--- config.mk ---
export PLATFORM = sky130hd
export DESIGN_NAME = cp0_exc_unit
export DESIGN_NICKNAME = d
export VERILOG_FILES = /design/src/rtl/cp0_exc_unit.sv
export SDC_FILE = /design/constraint.sdc
export NUM_CORES = 1
export LEC_CHECK = 0
export BUFFER_PORTS_ARGS = -buffer_cell sky130_fd_sc_hd__clkbuf_2
export CAP_MARGIN = 30
export CORE_UTILIZATION = 51
export CTS_BUF_LIST = sky130_fd_sc_hd__clkbuf_16
export DETAILED_ROUTE_END_ITERATION = 6
export GPL_TIMING_DRIVEN = 0
export PLACE_DENSITY_LB_ADDON = 0.15
export SYNTH_ARGS = -nofsm -noshare
export SYNTH_HDL_FRONTEND = slang
export SYNTH_SLANG_ARGS = --single-unit
export TNS_END_PERCENT = 30
--- constraint.sdc ---
create_clock -name clk -period 3.2 [get_ports clk]
set_input_delay 0.48 -clock clk [delete_from_list [all_inputs] [get_ports clk]]
set_output_delay 0.48 -clock clk [all_outputs]
set_load 0.01 [all_outputs]
--- src/rtl/cp0_exc_unit.sv ---
// Coprocessor-0 exception/interrupt controller: trap decision,
// SR/Cause/EPC state, mfc0 read port, mtc0 writes and eret.
module cp0_exc_unit #(
   parameter logic [31:0] PRID      = 32'h0000_2018,
   parameter int          INT_WIDTH = 6
) (
   input  logic                 clk,
   input  logic                 reset,
   input  logic [4:0]           a1,
   input  logic [4:0]           a2,
   input  logic [31:0]          din,
   input  logic                 we,
   input  logic [31:0]          pc_m,
   input  logic                 bd_m,
   input  logic [4:0]           exc_code_in,
   input  logic [INT_WIDTH-1:0] hw_int,
   input  logic                 eret,
   output logic                 int_req,
   output logic [31:0]          epc_out,
   output logic [31:0]          dout
);

   logic [INT_WIDTH-1:0] im_q, im_d;
   logic [INT_WIDTH-1:0] ip_q, ip_d;
   logic                 exl_q, exl_d;
   logic                 ie_q, ie_d;
   logic                 bd_q, bd_d;
   logic [4:0]           exc_q, exc_d;
   logic [31:0]          epc_q, epc_d;

   logic                 int_pend;
   logic                 exc_pend;
   logic [31:0]          epc_trap;
   logic [31:0]          sr_rd;
   logic [31:0]          cause_rd;

   assign int_pend = (|(hw_int & im_q)) & ie_q & ~exl_q;
   assign exc_pend = (exc_code_in != 5'd0) & ~exl_q;
   assign int_req  = int_pend | exc_pend;
   assign epc_out  = epc_q;

   // Delay-slot faults restart at the branch; low bits forced to word alignment.
   assign epc_trap = (bd_m ? pc_m - 32'd4 : pc_m) & ~32'h3;

   always_comb begin
      im_d  = im_q;
      exl_d = exl_q;
      ie_d  = ie_q;
      bd_d  = bd_q;
      exc_d = exc_q;
      epc_d = epc_q;
      ip_d  = hw_int;
      if (int_req) begin
         exl_d = 1'b1;
         bd_d  = bd_m;
         exc_d = int_pend ? 5'd0 : exc_code_in;
         epc_d = epc_trap;
      end else if (eret) begin
         exl_d = 1'b0;
      end else if (we) begin
         if (a2 == 5'd12) begin
            im_d  = din[10 +: INT_WIDTH];
            exl_d = din[1];
            ie_d  = din[0];
         end else if (a2 == 5'd14) begin
            epc_d = din;
         end
      end
   end

   always_ff @(posedge clk) begin
      if (reset) begin
         im_q  <= '0;
         ip_q  <= '0;
         exl_q <= 1'b0;
         ie_q  <= 1'b0;
         bd_q  <= 1'b0;
         exc_q <= 5'd0;
         epc_q <= 32'd0;
      end else begin
         im_q  <= im_d;
         ip_q  <= ip_d;
         exl_q <= exl_d;
         ie_q  <= ie_d;
         bd_q  <= bd_d;
         exc_q <= exc_d;
         epc_q <= epc_d;
      end
   end

   always_comb begin
      sr_rd                   = 32'd0;
      sr_rd[10 +: INT_WIDTH]  = im_q;
      sr_rd[1]                = exl_q;
      sr_rd[0]                = ie_q;
      cause_rd                = 32'd0;
      cause_rd[31]            = bd_q;
      cause_rd[10 +: INT_WIDTH] = ip_q;
      cause_rd[6:2]           = exc_q;
   end

   always_comb begin
      case (a1)
         5'd12:   dout = sr_rd;
         5'd13:   dout = cause_rd;
         5'd14:   dout = epc_q;
         5'd15:   dout = PRID;
         default: dout = 32'd0;
      endcase
   end

endmodule

==> results_dict.tcl <==
set metrics [dict create \
    ys_seq_area_share_pct 32.2 \
    clockBufferDepth 2 \
    initial_core_util_pct 53.7 \
    insertion_delay_ns 0.29 \
    period_needed_ns 2.91 \
    syn_area_mm2 0.00323 \
    cts.clk_slew.worst_paths_ns 0.06 \
    diodes 0 \
    routed_wl_um 9620 \
    row_count 28 \
    cp-end-kind "output pin" \
    chipWidth_um 81.6 \
    dieHeight_um 81.6 \
    syn-mean-instance-area_um2 8.60 \
    core_area_mm2 0.00603 \
    fin_total_pwr_mw 1.67 \
    hold_buffers 0 \
    cp_data_arrival_time_ns 2.43 \
    wl_per_cell_um 15.8 \
    ant_nets 0 \
    fillers 513 \
    cts_htree_levels 2 \
    intPower_mw 1.21 \
    grtUsageTotal_pct 28.9 \
    status "complete, no violations" \
    switching_share_pct 27.7 \
    min_path_type "primary input to flip-flop" \
    criticalPathCategory "primary input to output pin" \
    cts_tree "done" \
    syn_inst 376 \
    post_drt_via_cell_ratio 5.52 \
    grt_max_degree 16 \
    comb_power_share_pct 20.1 \
    antenna_found_initial 0 \
    layout.nets 624 \
    pwr-share-seq_pct 43.6 \
    die_area_mm2 0.00666 \
    worst_pin_slew_ns 0.904 \
    syn2layout_area_growth_pct 31.3 \
    drc 0 \
    yosysUniqueCellTypes 48 \
    synth_nets 467 \
    slew_violations 0 \
    synth_edf_count 0 \
    finalHoldViolCount 0 \
    cts_root_buf "clkbuf_16" \
    cap_viol_max_count 0 \
    grt_pass1_wl_um 14600 \
    finalCritPeriodShare_pct 90.8 \
    pin_count 155 \
    crit_path_max_fanout 10 \
    power_density_mw_per_mm2 394 \
    async_flop_share_pct 0 \
    grt_pass1_vias 3053 \
    port_buffers 150 \
    grt-ovfl-total 0 \
    worstSetupStartpointType "primary input" \
    drtIter0Drc 206 \
    ys_dominant_reg_cell "dfxtp_1" \
    irDropWorstVdd_mv 0.236 \
    leakage_nw 2.10 \
    dp_hpwl_um 7460 \
    tns_ns 0 \
    maxSlewHeadroom_pct 39.7 \
    rsz0062_at_grt "false" \
    switching_power_mw 0.463 \
    cts_buffers 5 \
    vias 3364 \
    ys_warn_count 0 \
    gp_congestion 0.812 \
    synth.ff_latch_count 52 \
    fin_skew_ns 0.00887 \
    drive_gt1_share_pct 35.8 \
    dr.pass1.iters 4 \
    setup_viol 0 \
    p_clk_share_pct 36.3 \
    numClockSinks 52 \
    fmax_mhz 344 \
    required_ns 2.72 \
]
==> logic make-up (layout without fill, tap and decap cells) <==
| kind of cell | Yosys count | count (layout) | share of synthesized area, % |
|---|---|---|---|
| AND/OR/NAND/NOR | 141 | 141 | 25.0 |
| AO/OA/AOI/OAI | 78 | 78 | 16.5 |
| adder cells (fa/ha/maj) | 1 | 1 | 0.387 |
| multiplexers | 47 | 47 | 14.9 |
| flip-flops | 52 | 52 | 32.2 |
| buffers and inverters | 32 | 190 | 4.26 |
| XOR/XNOR | 25 | 25 | 6.77 |
==> Yosys cell counts (2+ instances only) <==
library cell,instances,area (um2)
a21o_1,15,113
nor2b_1,11,68.8
nor4_1,4,25.0
a311oi_1,3,26.3
nor3_1,13,65.1
mux2_2,7,78.8
nor2_1,44,165
a22o_1,3,26.3
nand3b_1,2,15.0
xor2_1,5,43.8
mux2i_1,38,380
a22oi_1,4,30.0
nand2_1,13,48.8
dfxtp_1,52,1040
a21oi_1,26,130
clkbuf_1,16,60.1
nand3_1,7,35.0
a21oi_2,3,26.3
o31ai_1,2,15.0
or2_2,2,12.5
or3_1,5,31.3
o21ai_0,3,15.0
a211oi_1,13,97.6
buf_2,8,40.0
xnor2_1,20,175
mux2_1,2,22.5
and2_1,19,119
inv_1,5,18.8
nor4_4,2,42.5
or4_1,7,52.6
nand2b_1,2,12.5
nor4_2,4,50.1
==> final cells by class <==
class | count | area, um2 | share of cell area [%]
multi-input combinational | 292 | 2060 | 48.5
sequential | 52 | 1040 | 24.5
timing repair buffer | 150 | 751 | 17.7
clock buffer | 5 | 125 | 2.95
buffer | 26 | 115 | 2.71
tap | 75 | 93.8 | 2.21
clock inverter | 3 | 38.8 | 0.914
inverter | 6 | 22.5 | 0.531
==> through the flow <==
step	hold WS (ns)	cells	area, um2	util, %	worst slack (ns)
floorplan	0.429	376	3230	-	1.03
global placement	0.439	601	4080	67.7	0.124
detailed placement	0.451	601	4080	67.7	0.124
CTS	0.430	609	4240	70.4	0.115
global route	0.439	609	4240	70.4	0.133
finish	0.423	609	4240	70.4	0.295
==> cells in the final DEF (no fill, tap or decap), types with 4 or more instances in the layout <==
| cell type | count |
|---|---|
| and2_1 | 19 |
| mux2i_1 | 38 |
| a22oi_1 | 4 |
| dfxtp_1 | 52 |
| nor2b_1 | 10 |
| nor3_1 | 13 |
| nor2_1 | 44 |
| clkbuf_2 | 150 |
| buf_2 | 8 |
| xor2_1 | 5 |
| nand2_1 | 13 |
| or3_1 | 5 |
| or4_1 | 7 |
| nor4_1 | 4 |
| a211oi_1 | 13 |
| clkbuf_1 | 16 |
| nor4_2 | 4 |
| xnor2_1 | 20 |
| inv_1 | 6 |
| nand3_1 | 7 |
| a21oi_1 | 26 |
| a21o_1 | 15 |
| mux2_2 | 7 |
| clkbuf_16 | 5 |
==> layer usage <==
metal | up-vias | track usage [%] | share of wire (%)
li1 | 1660 | - | -
met2 | 140 | 47.9 | 47
met4 | 0 | 7.72 | 1.4
met3 | 16 | 5.00 | 7.0
met1 | 1548 | 38.6 | 45
met5 | - | 0 | 0
==> sequential cells by signal, summed over array words and instances (netlist names) <==
name,cells
ip_q,6
ie_q,1
epc_out,32
exc_q,5
im_q,6
exl_q,1
bd_q,1
==> worst max-delay path, stage by stage <==
cell and delay [ns]:
clkbuf_1 0.24, nor2b_1 0.45, nor2b_2 0.53, clkbuf_1 0.40
and2_1 0.19, clkbuf_2 0.13
==> power groups by stage <==
stage | Clock, mW | Sequential, mW | Combinational [mW]
floorplan | 0 | 0.750 | 0.165
global placement | 0 | 0.740 | 0.325
detailed placement | 0 | 0.743 | 0.331
CTS | 0.603 | 0.729 | 0.334
global route | 0.631 | 0.735 | 0.367
finish | 0.607 | 0.730 | 0.336
==> final timing paths <==
check	to	slack (ns)	startpoint	depth (start not counted)
min reg2reg	exc_q[1]	0.46	exc_q[1]	2
min	ip_q[4]	0.42	hw_int[4]	2
max reg2reg	epc_out[2]	0.94	im_q[0]	7
max	dout[29]	0.29	a1[1]	6
==> what timing repair did <==
action	4_1_cts	5_1_grt
setup buffers	0	0
resized for setup	0	1
setup endpoints to repair	0	10
Note: power is estimated with default switching activity, not from simulation.
